[src/rtl/dat_timeout_multi.sv]
// dat_timeout_multi: independent data-timeout timers, one per channel, that share
// a prescaled count tick and a power-of-two expiry threshold.
//
// state     | meaning
// ----------+-------------------------------------------------------------
// S_IDLE    | no transfer; count held at 0, waiting for running_i
// S_COUNT   | transfer active; count advances on each shared tick
// S_PAUSED  | transfer active but frozen (card clock stopped / block gap)
// S_EXPIRED | threshold reached; sticky until acknowledged by clear_i
module dat_timeout_multi #(
    parameter int NUM_CH    = 2,
    parameter int CNT_WIDTH = 28,
    parameter int PRESCALE  = 1
) (
    input  logic              clk_i,
    input  logic              rst_i,
    input  logic [NUM_CH-1:0] running_i,
    input  logic [NUM_CH-1:0] pause_i,
    input  logic [NUM_CH-1:0] restart_i,
    input  logic [NUM_CH-1:0] clear_i,
    input  logic [3:0]        timeout_bits_i,
    input  logic [NUM_CH-1:0] irq_en_i,
    output logic [NUM_CH-1:0] busy_o,
    output logic [NUM_CH-1:0] timeout_o,
    output logic [NUM_CH-1:0] expired_o,
    output logic              irq_o
);

    typedef enum logic [1:0] {
        S_IDLE    = 2'd0,
        S_COUNT   = 2'd1,
        S_PAUSED  = 2'd2,
        S_EXPIRED = 2'd3
    } state_e;

    localparam int PW = (PRESCALE > 1) ? $clog2(PRESCALE) : 1;

    logic [PW-1:0]                     presc_q, presc_d;
    logic                              tick;
    logic [3:0]                        exp_sel;
    logic [4:0]                        shamt;
    logic [CNT_WIDTH-1:0]              thresh;
    state_e                            state_q [NUM_CH];
    state_e                            state_d [NUM_CH];
    logic [NUM_CH-1:0][CNT_WIDTH-1:0]  cnt_q, cnt_d;
    logic [NUM_CH-1:0]                 expired_q, expired_d;

    // Shared tick: one cycle in every PRESCALE; permanently high when PRESCALE is 1.
    always_comb begin
        tick    = 1'b1;
        presc_d = '0;
        if (PRESCALE > 1) begin
            tick    = (presc_q == PW'(PRESCALE - 1));
            presc_d = tick ? '0 : presc_q + PW'(1);
        end
    end

    // Threshold 2^(min(bits,14)+13), taken from the live exponent every cycle.
    always_comb begin
        exp_sel = (timeout_bits_i > 4'd14) ? 4'd14 : timeout_bits_i;
        shamt   = {1'b0, exp_sel} + 5'd13;
        thresh  = {{(CNT_WIDTH-1){1'b0}}, 1'b1} << shamt;
    end

    // Per-channel next state and count; dropping running_i beats everything,
    // the expiry compare beats pause, and restart beats a same-cycle increment.
    always_comb begin
        for (int c = 0; c < NUM_CH; c++) begin
            state_d[c]   = state_q[c];
            cnt_d[c]     = cnt_q[c];
            expired_d[c] = 1'b0;
            case (state_q[c])
                S_IDLE: begin
                    cnt_d[c] = '0;
                    if (running_i[c]) begin
                        state_d[c] = pause_i[c] ? S_PAUSED : S_COUNT;
                    end
                end
                S_COUNT: begin
                    if (!running_i[c]) begin
                        state_d[c] = S_IDLE;
                        cnt_d[c]   = '0;
                    end else if (cnt_q[c] >= thresh) begin
                        state_d[c]   = S_EXPIRED;
                        expired_d[c] = 1'b1;
                    end else begin
                        if (restart_i[c]) begin
                            cnt_d[c] = '0;
                        end else if (tick) begin
                            cnt_d[c] = cnt_q[c] + CNT_WIDTH'(1);
                        end
                        state_d[c] = pause_i[c] ? S_PAUSED : S_COUNT;
                    end
                end
                S_PAUSED: begin
                    if (!running_i[c]) begin
                        state_d[c] = S_IDLE;
                        cnt_d[c]   = '0;
                    end else begin
                        if (restart_i[c]) begin
                            cnt_d[c] = '0;
                        end
                        state_d[c] = pause_i[c] ? S_PAUSED : S_COUNT;
                    end
                end
                S_EXPIRED: begin
                    if (clear_i[c]) begin
                        state_d[c] = S_IDLE;
                        cnt_d[c]   = '0;
                    end
                end
                default: begin
                    state_d[c] = S_IDLE;
                    cnt_d[c]   = '0;
                end
            endcase
        end
    end

    // State, count, prescaler and expiry-pulse registers.
    always_ff @(posedge clk_i or posedge rst_i) begin
        if (rst_i) begin
            presc_q   <= '0;
            cnt_q     <= '0;
            expired_q <= '0;
            for (int c = 0; c < NUM_CH; c++) begin
                state_q[c] <= S_IDLE;
            end
        end else begin
            presc_q   <= presc_d;
            cnt_q     <= cnt_d;
            expired_q <= expired_d;
            for (int c = 0; c < NUM_CH; c++) begin
                state_q[c] <= state_d[c];
            end
        end
    end

    // Status outputs decoded from the registered state.
    always_comb begin
        busy_o    = '0;
        timeout_o = '0;
        for (int c = 0; c < NUM_CH; c++) begin
            busy_o[c]    = (state_q[c] == S_COUNT) || (state_q[c] == S_PAUSED);
            timeout_o[c] = (state_q[c] == S_EXPIRED);
        end
    end

    assign expired_o = expired_q;
    assign irq_o     = |(timeout_o & irq_en_i);

endmodule
[config.mk]
export PLATFORM = sky130hd
export DESIGN_NAME = dat_timeout_multi
export DESIGN_NICKNAME = d
export VERILOG_FILES = /design/src/rtl/dat_timeout_multi.sv
export SDC_FILE = /design/constraint.sdc
export NUM_CORES = 1
export LEC_CHECK = 0
export CORE_ASPECT_RATIO = 0.5
export CORE_MARGIN = 2
export CORE_UTILIZATION = 28
export CTS_BUF_LIST = sky130_fd_sc_hd__clkbuf_2 sky130_fd_sc_hd__clkbuf_4 sky130_fd_sc_hd__clkbuf_8
export DETAILED_ROUTE_END_ITERATION = 6
export GPL_TIMING_DRIVEN = 1
export PLACE_DENSITY_LB_ADDON = 0.3
export RECOVER_POWER = 25
export SLEW_MARGIN = 15
export SYNTH_ARGS = -nofsm -noshare
export SYNTH_HDL_FRONTEND = slang
export SYNTH_SLANG_ARGS = --single-unit
[constraint.sdc]
create_clock -name clk_i -period 7.53 [get_ports clk_i]
set_clock_uncertainty 0.05 [all_clocks]
set_input_delay 1.506 -clock clk_i [delete_from_list [all_inputs] [get_ports clk_i]]
set_output_delay 1.506 -clock clk_i [all_outputs]
set_load 0.02 [all_outputs]
After elaboration in Yosys (flattened, before gate mapping)
Index checks and enable logic that the tools add are counted.
{ "op_classes": {"add_sub_neg": 3, "n_lt_le_gt_ge": 3, "n_eq_ne": 14, "shifts": 1, "muxes": 35, "bitwise_logic": 1, "n_reduce_logical": 9} }
{ "ops": {"columns": ["cell", "count"], "rows": [
  ["$mux 28", 12],
  ["$pmux 28 s4", 2],
  ["$add 28x1->28 const B", 2],
  ["$ge 28x28->1", 2],
  ["$shl 1x5->28 const A", 1],
  ["$mux 2", 12],
  ["$pmux 2 s4", 2],
  ["$ne 3x3->1 const B", 4],
  ["$eq 2x2->1 const B", 4],
  ["$ne 2x2->1 const B", 4],
  ["$mux 1", 6],
  ["$reduce_and 3->1", 2],
  ["$add 4x4->5 const B", 1],
  ["$eq 2x1->1 const B", 2],
  ["$gt 4x4->1 const B", 1],
  ["$logic_not 2->1", 2],
  ["$mux 4", 1],
  ["$reduce_and 2->1", 2],
  ["$and 2x2->2", 1],
  ["$logic_or 1x1->1", 2],
  ["$reduce_or 2->1", 1]
]} }
{ "totals": {"reg_bits": 62, "in_bits": 16, "out_inout_bits": 7, "word_cells": 71} }

Depth between registers and ports, before layout
Gate-level depths: netlist of run 1.
{ "depth": {"depth_word": 8, "depth_mapped": 13, "depth_no_buf": 10} }

Least setup slack after synthesis of run 1
OpenSTA, ideal clock, no wires.
{ "synth_timing": {"path_type": "input -> register", "start": "input port timeout_bits_i[2]", "end": "register cnt_q[21] (netlist name)", "setup_time_ns": 0.096, "arrival_time_ns": 4.083, "required_time_ns": 7.384, "path_slack_ns": 3.301, "path_stages": 13, "path_buffers": 3, "path_cell_list": "nor2b_1 -> nand2_1 -> ha_1 -> nand4_2 -> nor2_1 -> a311oi_1 -> nand3_1 -> o311a_1 -> buf_6 -> or4_4 -> buf_6 -> buf_6 -> o31ai_1"} }
{ "synth_via": {"elab_chain_cells": 7} }
{ "synth_rtl": {"columns": ["element", "line_no", "source"], "rows": [
  ["from (decl)", "21", "input logic [3:0] timeout_bits_i,"],
  ["$gt 4x4->1", "60", "exp_sel = (timeout_bits_i > 4'd14) ? 4'd14 : timeout_bits_i;"],
  ["$mux 4 (*)", "60", null],
  ["$add 4x4->5 (*)", "61", "shamt = {1'b0, exp_sel} + 5'd13;"],
  ["$shl 1x5->28 (*)", "62", "thresh = {{(CNT_WIDTH-1){1'b0}}, 1'b1} << shamt;"],
  ["$ge 28x28->1 (*)", "83", "end else if (cnt_q[c] >= thresh) begin"],
  ["$ne 3x3->1 (no line) (*)", null, null],
  ["$reduce_and 3->1 (no line) (*)", null, null],
  ["to (signal assigned)", "131", "cnt_q <= cnt_d;"],
  ["to (decl)", "45", "logic [NUM_CH-1:0][CNT_WIDTH-1:0] cnt_q, cnt_d;"]
]} }
Mark *: on every way between the ends. The rest lies on a longest branch, timed or not.
A chain may end at the register's enable or synchronous reset.

==> results of run 1 <==
state kept, by name, indices dropped and copies added (netlist names):
register / count
cnt_q: 56
state_q: 4
expired_o: 2
cell usage after synthesis (3+ instances only):
cell type and instances:
sky130_fd_sc_hd__buf_6 4, sky130_fd_sc_hd__nor4_1 4, sky130_fd_sc_hd__and3_1 6, sky130_fd_sc_hd__o211ai_1 22
sky130_fd_sc_hd__nor2b_1 8, sky130_fd_sc_hd__clkbuf_1 18, sky130_fd_sc_hd__or2_2 4, sky130_fd_sc_hd__and2_1 4
sky130_fd_sc_hd__nand2_1 70, sky130_fd_sc_hd__o31ai_2 3, sky130_fd_sc_hd__o21ai_1 5, sky130_fd_sc_hd__o41ai_1 10
sky130_fd_sc_hd__and4_1 4, sky130_fd_sc_hd__nand4_1 15, sky130_fd_sc_hd__nor3_1 11, sky130_fd_sc_hd__o31ai_1 31
sky130_fd_sc_hd__ha_1 68, sky130_fd_sc_hd__o311ai_0 5, sky130_fd_sc_hd__a21oi_1 29, sky130_fd_sc_hd__o21ai_0 57
sky130_fd_sc_hd__nand2b_1 5, sky130_fd_sc_hd__dfrtp_1 62, sky130_fd_sc_hd__or3_1 3, sky130_fd_sc_hd__nand3_1 37
sky130_fd_sc_hd__nor2_1 30, sky130_fd_sc_hd__a21boi_0 3, sky130_fd_sc_hd__a31oi_1 13, sky130_fd_sc_hd__inv_1 23
sky130_fd_sc_hd__o22a_1 4
cell families (layout without fill, tap and decap cells):
family / count (synthesis) / count (layout) / share of synthesized area, %
AOI/OAI and AO/OA: 207 / 207 / 27.58
adders and majority gates: 68 / 68 / 16.91
buffers and inverters: 47 / 66 / 4.103
DFF: 62 / 62 / 30.84
muxes: 1 / 1 / 0.1990
other: 2 / 26 / 0.1493
and+or+nand+nor: 207 / 207 / 20.22
through the flow:
step                      instance area (um2)  instances  total power [W]  util [%]
final                                    5742        871        0.0009711     32.84
after floorplan                          5121        618        0.0005860         -
after global placement                   5552        855        0.0006733     31.75
after detailed placement                 5552        855        0.0006784     31.75
after CTS                                5746        871        0.0009844     32.86
after global routing                     5742        871         0.001039     32.84
layer usage:
metal	vias up	wire, um	GRT usage, %
li1	2321	-	-
met2	101	5893	23.65
met1	2228	6564	20.03
met5	-	0	0
met3	13	485	2.567
met4	0	112	2.525
area by class of cell:
class,instances,area [um2]
flip-flops and latches,62,1551
clock inverters,6,62.56
fillers,1834,11740
inverters,23,86.33
repair buffers,27,254.0
clock buffers,10,131.4
well taps,234,292.8
multi-input cells,509,3363
worst reg2reg max path, cell delays in order (launching register included):
cell and delay [ps]:
sky130_fd_sc_hd__dfrtp_1 500, sky130_fd_sc_hd__ha_1 350, sky130_fd_sc_hd__nand4_2 130, sky130_fd_sc_hd__nor2_1 60, sky130_fd_sc_hd__a311oi_1 280, sky130_fd_sc_hd__nand3_1 150
sky130_fd_sc_hd__o311a_1 340, sky130_fd_sc_hd__buf_4 230, sky130_fd_sc_hd__or4_4 720, sky130_fd_sc_hd__o41ai_1 420
power by group through the flow:
stage | clock network (W) | logic (W) | registers (W)
2_1_floorplan | 0 | 0.000223 | 0.000363
3_3_place_gp | 0 | 0.000306 | 0.000367
3_5_place_dp | 0 | 0.000312 | 0.000366
4_1_cts | 0.000311 | 0.000313 | 0.000360
5_1_grt | 0.000325 | 0.000351 | 0.000363
6_report | 0.000301 | 0.000310 | 0.000361
path summary, 6_finish.rpt:
kind,cells past startpoint,slack [ps],end
worst max-delay path,3,2530,cnt_q[50]$_DFFE_PP0P_
worst min-delay path,1,460,cnt_q[55]$_DFFE_PP0P_
worst max register to register,9,4190,cnt_q[5]$_DFFE_PP0P_
worst min register to register,1,460,cnt_q[55]$_DFFE_PP0P_
max in group clk_i,12,2550,cnt_q[5]$_DFFE_PP0P_
min in group asynchronous,3,2930,cnt_q[22]$_DFFE_PP0P_
==> run_summary.xml, run 1 <==
<?xml version="1.0" encoding="UTF-8"?>
<metrics>
  <group name="run_status">
    <metric name="outcome" unit="">finished with violations</metric>
    <metric name="violations" unit="">max-capacitance violations, max-slew violations</metric>
  </group>
  <group name="synthesis">
    <metric name="synth.largest_area_cell" unit="">sky130_fd_sc_hd__dfrtp_1</metric>
    <metric name="post_synth_inst_count" unit="">594</metric>
    <metric name="synth_top_cells_by_area" unit="">sky130_fd_sc_hd__dfrtp_1 (31%), sky130_fd_sc_hd__ha_1 (17%), sky130_fd_sc_hd__o21ai_0 (5.7%)</metric>
    <metric name="synth-warning-count" unit="">0</metric>
    <metric name="sequential_share_of_the_synthesized_area" unit="%">30.84</metric>
    <metric name="synthesized_cell_area" unit="um2">5031</metric>
    <metric name="asyncSetResetFlopFracSynth" unit="%">100.0</metric>
    <metric name="synth_top_area_share" unit="%">30.84</metric>
    <metric name="avgSynthCellArea" unit="um2">8.470</metric>
    <metric name="synth_edf_count" unit="">0</metric>
    <metric name="predominant_post_synthesis_flop_cell" unit="">sky130_fd_sc_hd__dfrtp_1</metric>
    <metric name="seq_cells_post_synth" unit="">62</metric>
    <metric name="synth_cell_type_count" unit="">56</metric>
  </group>
  <group name="pwr">
    <metric name="switchingPower" unit="W">0.0003547</metric>
    <metric name="clockPowerShare" unit="%">31.0</metric>
    <metric name="vdd_drop_max" unit="mV">0.07200</metric>
    <metric name="switching_power_as_a_share_of_total_power" unit="%">36.53</metric>
    <metric name="leakagePower" unit="nW">2.454</metric>
    <metric name="comb_power_share" unit="%">31.9</metric>
    <metric name="seq_power_share" unit="%">37.1</metric>
    <metric name="power.density" unit="nW/um2">169.1</metric>
    <metric name="cell_internal_pwr" unit="W">0.0006163</metric>
  </group>
  <group name="finish">
    <metric name="layout-area-overhead-vs-synth" unit="%">14.13</metric>
    <metric name="nNetsFinal" unit="">716</metric>
    <metric name="layout-drive-gt1-share" unit="%">5.338</metric>
    <metric name="most_frequent_cells_in_the_layout" unit="">sky130_fd_sc_hd__nand2_1 (70), sky130_fd_sc_hd__ha_1 (68), sky130_fd_sc_hd__dfrtp_1 (62)</metric>
    <metric name="final_common_cell" unit="">sky130_fd_sc_hd__nand2_1</metric>
    <metric name="num_antenna_cells" unit="">0</metric>
  </group>
  <group name="timing">
    <metric name="min_period_over_period" unit="%">66.46</metric>
    <metric name="hold-worst-slack" unit="ps">455.8</metric>
    <metric name="setup-tns-final" unit="ps">0</metric>
    <metric name="final_critical_path_setup_slack" unit="ps">2525</metric>
    <metric name="slew_violations" unit="">63</metric>
    <metric name="max_slew.worst_pin.slew" unit="ps">3550</metric>
    <metric name="max_freq" unit="MHz">199.8</metric>
    <metric name="total_setup_violations_reported_at_the_end_of_the_flow" unit="">0</metric>
    <metric name="final-hold-violation-count" unit="">0</metric>
    <metric name="slew-limit-headroom" unit="%">-136.7</metric>
    <metric name="rsz0062_at_grt" unit="">false</metric>
    <metric name="final.min_clock_period" unit="ps">5005</metric>
  </group>
  <group name="route">
    <metric name="viasPerCell" unit="">5.354</metric>
    <metric name="number_of_remaining_drc_errors" unit="">0</metric>
    <metric name="routed-via-count" unit="">4663</metric>
    <metric name="routed_wl" unit="um">13060</metric>
    <metric name="detailedRoute.firstIterationViolations" unit="">306</metric>
    <metric name="drt-wirelength-per-cell" unit="um">14.99</metric>
    <metric name="ant_nets" unit="">0</metric>
    <metric name="number_of_optimization_iterations_in_the_first_detailed_route_pass" unit="">5</metric>
  </group>
  <group name="run">
    <metric name="maxCapViolCount" unit="">1</metric>
  </group>
  <group name="worst_setup_path">
    <metric name="timing_worst_setup_path_type" unit="">in2async</metric>
    <metric name="worstPathMaxFanout" unit="">62</metric>
    <metric name="critical_path.reg2reg.startpoint" unit="">cnt_q[16]$_DFFE_PP0P_</metric>
    <metric name="path_cells" unit="">dlygate4sd3_1 -&gt; clkinv_1 -&gt; clkbuf_1</metric>
    <metric name="critical_path_required" unit="ps">7130</metric>
    <metric name="worst_setup_path_start_kind" unit="">input pin</metric>
    <metric name="critPathMaxStageDelay" unit="ps">2490</metric>
    <metric name="worstSetupStartpoint" unit="">rst_i</metric>
    <metric name="timing.critical_path.slowest_stage_cell" unit="">sky130_fd_sc_hd__clkbuf_1</metric>
    <metric name="worstPathArrival" unit="ps">4610</metric>
    <metric name="cp.buffers_inverters" unit="">3</metric>
    <metric name="critPathCaptureType" unit="">async pin</metric>
    <metric name="critical-path-top-delay-family" unit="">buffers and inverters</metric>
  </group>
  <group name="placement">
    <metric name="place.detailed.hpwl" unit="um">9245</metric>
    <metric name="dp_slack" unit="ps">2175</metric>
    <metric name="port_buffer_cells" unit="">22</metric>
    <metric name="gpl.final_weighted_congestion" unit="">0.7770</metric>
  </group>
  <group name="global_routing">
    <metric name="grt_util_all_layers" unit="%">14.37</metric>
    <metric name="globalRoute.totalOverflow" unit="">0</metric>
    <metric name="antenna_found_initial" unit="">0</metric>
    <metric name="grt_pass1_vias" unit="">4422</metric>
    <metric name="grt_first_pass_wirelength" unit="um">22640</metric>
    <metric name="grt_max_degree" unit="">63</metric>
  </group>
  <group name="floorplan">
    <metric name="initial_core_util" unit="%">28.77</metric>
    <metric name="top_level_ports" unit="">23</metric>
    <metric name="die-area" unit="um2">19120</metric>
    <metric name="floorplan.die.height" unit="um">98.79</metric>
    <metric name="row_count" unit="">34</metric>
    <metric name="placeableCoreArea" unit="um2">17480</metric>
    <metric name="floorplan.die.width" unit="um">193.6</metric>
  </group>
  <group name="clock_tree">
    <metric name="tritoncts" unit="">yes</metric>
    <metric name="worstSkewPairLatency" unit="ps">350</metric>
    <metric name="cts_max_path_buffers" unit="">2</metric>
    <metric name="post-cts-setup-buffer-count" unit="">0</metric>
    <metric name="clock-root-buffer" unit="">sky130_fd_sc_hd__clkbuf_8</metric>
    <metric name="cts_resized" unit="">0</metric>
    <metric name="clkSlewWorstSetupHoldPaths" unit="ps">70</metric>
    <metric name="cts-hold-fix-buffers" unit="">0</metric>
    <metric name="clock_sinks" unit="">62</metric>
    <metric name="number_of_buffers_added_by_the_clock_tree_synthesis_step" unit="">9</metric>
    <metric name="number_of_levels_in_the_clock_h_tree" unit="">3</metric>
  </group>
  <group name="hold_path">
    <metric name="hold_path.class" unit="">reg2reg</metric>
    <metric name="worstHoldStart" unit="">cnt_q[55]$_DFFE_PP0P_</metric>
  </group>
</metrics>
Note: power is estimated with default switching activity, not from simulation.
==> run 2, diff against run 1 <==
==> constraint.sdc (replaced) <==
create_clock -name clk_i -period 4.43 [get_ports clk_i]
set_clock_uncertainty 0.05 [all_clocks]
set_input_delay 0.886 -clock clk_i [delete_from_list [all_inputs] [get_ports clk_i]]
set_output_delay 0.886 -clock clk_i [all_outputs]
set_load 0.02 [all_outputs]
==> run 2 against run 1 <==
The flow now finishes without violations. Core utilization grew 0.47 points. Final cell count increased by 1.0%. First-iteration DRC count down 8.2%. Non-clock buffer count grew 9. Die area did not move. Design area is 1.4% higher. Count of clock-buffer cells in the layout rose by 2. Combinational power rose by 73%. Total power rose by 73%. Hold slack worse by 4.3 ps. Via count is 1.2% lower. Worst setup slack worse by 2200 ps. Critical endpoint is now cnt_q[19]$_DFFE_PP0P_. Largest power group unchanged.
==> run_summary.xml, run 2 (same netlist as run 1, synthesis figures left out) <==
<?xml version="1.0" encoding="UTF-8"?>
<metrics>
  <group name="run_status">
    <metric name="outcome" unit="">complete, no violations</metric>
  </group>
  <group name="clock_tree">
    <metric name="cts-hold-fix-buffers" unit="">0</metric>
    <metric name="worstSkewPairLatency" unit="ps">360</metric>
    <metric name="clock-root-buffer" unit="">sky130_fd_sc_hd__clkbuf_8</metric>
    <metric name="clock_sinks" unit="">62</metric>
    <metric name="cts_resized" unit="">0</metric>
    <metric name="number_of_buffers_added_by_the_clock_tree_synthesis_step" unit="">9</metric>
    <metric name="cts_max_path_buffers" unit="">2</metric>
    <metric name="tritoncts" unit="">yes</metric>
    <metric name="number_of_levels_in_the_clock_h_tree" unit="">3</metric>
    <metric name="post-cts-setup-buffer-count" unit="">0</metric>
    <metric name="clkSlewWorstSetupHoldPaths" unit="ps">60</metric>
  </group>
  <group name="floorplan">
    <metric name="initial_core_util" unit="%">28.77</metric>
    <metric name="row_count" unit="">34</metric>
    <metric name="top_level_ports" unit="">23</metric>
    <metric name="placeableCoreArea" unit="um2">17480</metric>
    <metric name="floorplan.die.height" unit="um">98.79</metric>
    <metric name="die-area" unit="um2">19120</metric>
    <metric name="floorplan.die.width" unit="um">193.6</metric>
  </group>
  <group name="worst_setup_path">
    <metric name="worstPathMaxFanout" unit="">28</metric>
    <metric name="crit-reg2reg-capture" unit="">cnt_q[19]$_DFFE_PP0P_</metric>
    <metric name="rrSetupSlack" unit="ps">1370</metric>
    <metric name="worstSetupStartpoint" unit="">timeout_bits_i[2]</metric>
    <metric name="worst_setup_path_start_kind" unit="">input pin</metric>
    <metric name="critical_path.reg2reg.startpoint" unit="">cnt_q[16]$_DFFE_PP0P_</metric>
    <metric name="timing_worst_setup_path_type" unit="">in2reg</metric>
    <metric name="critPathCaptureType" unit="">flip-flop</metric>
    <metric name="critical_path_required" unit="ps">4620</metric>
    <metric name="worstPathArrival" unit="ps">4250</metric>
    <metric name="r2r_cells" unit="">8</metric>
  </group>
  <group name="global_routing">
    <metric name="antenna_found_initial" unit="">0</metric>
    <metric name="grt_util_all_layers" unit="%">14.15</metric>
    <metric name="grt-busiest-layer" unit="">met2</metric>
    <metric name="grt.met2_usage" unit="%">22.72</metric>
    <metric name="grt_first_pass_wirelength" unit="um">22320</metric>
    <metric name="met1_routing_resource_usage_after_global_routing" unit="%">19.65</metric>
    <metric name="grt.met3_usage" unit="%">2.635</metric>
    <metric name="globalRoute.totalOverflow" unit="">0</metric>
    <metric name="grt_pass1_vias" unit="">4499</metric>
    <metric name="grt_max_degree" unit="">35</metric>
  </group>
  <group name="timing">
    <metric name="final_critical_path_setup_slack" unit="ps">362.1</metric>
    <metric name="final-hold-violation-count" unit="">0</metric>
    <metric name="slew-limit-headroom" unit="%">7.729</metric>
    <metric name="slew_violations" unit="">0</metric>
    <metric name="min_period_over_period" unit="%">91.83</metric>
    <metric name="final.min_clock_period" unit="ps">4068</metric>
    <metric name="hold-worst-slack" unit="ps">451.4</metric>
    <metric name="total_setup_violations_reported_at_the_end_of_the_flow" unit="">0</metric>
    <metric name="setup-tns-final" unit="ps">0</metric>
    <metric name="max_freq" unit="MHz">245.8</metric>
    <metric name="rsz0062_at_grt" unit="">false</metric>
    <metric name="max_slew.worst_pin.slew" unit="ps">1383</metric>
  </group>
  <group name="finish">
    <metric name="nNetsFinal" unit="">725</metric>
    <metric name="layout-drive-gt1-share" unit="%">6.811</metric>
    <metric name="final_area" unit="um2">5823</metric>
    <metric name="largest_reg_flops" unit="">56</metric>
    <metric name="most_frequent_cells_in_the_layout" unit="">sky130_fd_sc_hd__nand2_1 (70), sky130_fd_sc_hd__ha_1 (68), sky130_fd_sc_hd__dfrtp_1 (62)</metric>
    <metric name="num_antenna_cells" unit="">0</metric>
    <metric name="layout-area-overhead-vs-synth" unit="%">15.74</metric>
    <metric name="largest_register" unit="">cnt_q</metric>
    <metric name="final_common_cell" unit="">sky130_fd_sc_hd__nand2_1</metric>
  </group>
  <group name="route">
    <metric name="detailedRoute.firstIterationViolations" unit="">281</metric>
    <metric name="viasPerCell" unit="">5.238</metric>
    <metric name="number_of_optimization_iterations_in_the_first_detailed_route_pass" unit="">5</metric>
    <metric name="drt-wirelength-per-cell" unit="um">14.62</metric>
    <metric name="number_of_remaining_drc_errors" unit="">0</metric>
    <metric name="ant_nets" unit="">0</metric>
    <metric name="routed_wl" unit="um">12860</metric>
    <metric name="routed-via-count" unit="">4609</metric>
  </group>
  <group name="placement">
    <metric name="dp_slack" unit="ps">7.522</metric>
    <metric name="dpl-instance-area" unit="um2">5619</metric>
    <metric name="port_buffer_cells" unit="">22</metric>
    <metric name="place.detailed.hpwl" unit="um">9235</metric>
    <metric name="gpl.final_weighted_congestion" unit="">0.7508</metric>
  </group>
  <group name="hold_path">
    <metric name="worstHoldStart" unit="">cnt_q[50]$_DFFE_PP0P_</metric>
    <metric name="hold_path_end" unit="">cnt_q[50]$_DFFE_PP0P_</metric>
    <metric name="hold_depth" unit="">1</metric>
    <metric name="hold_path.class" unit="">reg2reg</metric>
  </group>
  <group name="pwr">
    <metric name="vdd_drop_max" unit="mV">0.1278</metric>
    <metric name="leakagePower" unit="nW">2.522</metric>
    <metric name="power.density" unit="nW/um2">288.6</metric>
  </group>
  <group name="run">
    <metric name="maxCapViolCount" unit="">0</metric>
  </group>
</metrics>
[run 2: changes by cell type in the layout (fill, tap and decap cells not counted)]
cell	before	now
sky130_fd_sc_hd__clkinv_2	2	3
sky130_fd_sc_hd__buf_4	4	14
sky130_fd_sc_hd__inv_1	22	23
sky130_fd_sc_hd__clkbuf_8	9	11
sky130_fd_sc_hd__clkinvlp_4	3	0
sky130_fd_sc_hd__clkinv_1	1	0
sky130_fd_sc_hd__clkbuf_1	1	0
[run 2: area by class of cell]
class / instances / area (um2)
Multi-Input combinational cell: 509 / 3363
Tap cell: 234 / 292.8
Clock buffer: 12 / 158.9
Sequential cell: 62 / 1551
Fill cell: 1820 / 11660
Inverter: 23 / 86.33
Clock inverter: 4 / 45.04
Timing Repair Buffer: 36 / 325.3
[run 2: how the worst max path moves through the flow]
| stage | to | slack [ps] | depth (start not counted) |
|---|---|---|---|
| floorplan | cnt_q[21]$_DFFE_PP0P_ | 820 | 13 |
| global placement | cnt_q[6]$_DFFE_PP0P_ | 60 | 11 |
| detailed placement | cnt_q[5]$_DFFE_PP0P_ | 8 | 11 |
| CTS | cnt_q[19]$_DFFE_PP0P_ | 380 | 11 |
| global route | cnt_q[19]$_DFFE_PP0P_ | 40 | 11 |
| finish | cnt_q[19]$_DFFE_PP0P_ | 360 | 11 |
[run 2: through the flow]
step	utilization [%]	power [W]	std cells
2_1_floorplan	-	0.0009960	618
3_3_place_gp	32.14	0.001154	864
3_5_place_dp	32.14	0.001161	864
4_1_cts	33.30	0.001704	880
5_1_grt	33.30	0.001798	880
6_report	33.30	0.001680	880
[run 2: routing by layer]
metal  routed length, um  vias to the layer above
met3                 324                       15
met4                 165                        0
met1                6644                     2191
met2                5729                       60
met5                   0                        -
li1                    -                     2343
[run 2: critical path: stages]
cell	delay (ps)
sky130_fd_sc_hd__clkdlybuf4s50_1	550
sky130_fd_sc_hd__nor2b_1	290
sky130_fd_sc_hd__nand2_1	150
sky130_fd_sc_hd__ha_1	320
sky130_fd_sc_hd__nand4_2	120
sky130_fd_sc_hd__nor2_1	60
sky130_fd_sc_hd__a311oi_1	250
sky130_fd_sc_hd__nand3_1	150
sky130_fd_sc_hd__o311a_1	370
sky130_fd_sc_hd__or4_4	680
sky130_fd_sc_hd__o41ai_1	400
[run 2: power breakdown]
part | internal, W | leakage [nW] | total [W] | switching, W
clock network | 0.000294 | 0.110 | 0.000533 | 0.000239
registers | 0.000587 | 0.860 | 0.000611 | 0.0000240
logic | 0.000203 | 1.55 | 0.000536 | 0.000332
total | 0.00109 | 2.52 | 0.00168 | 0.000595
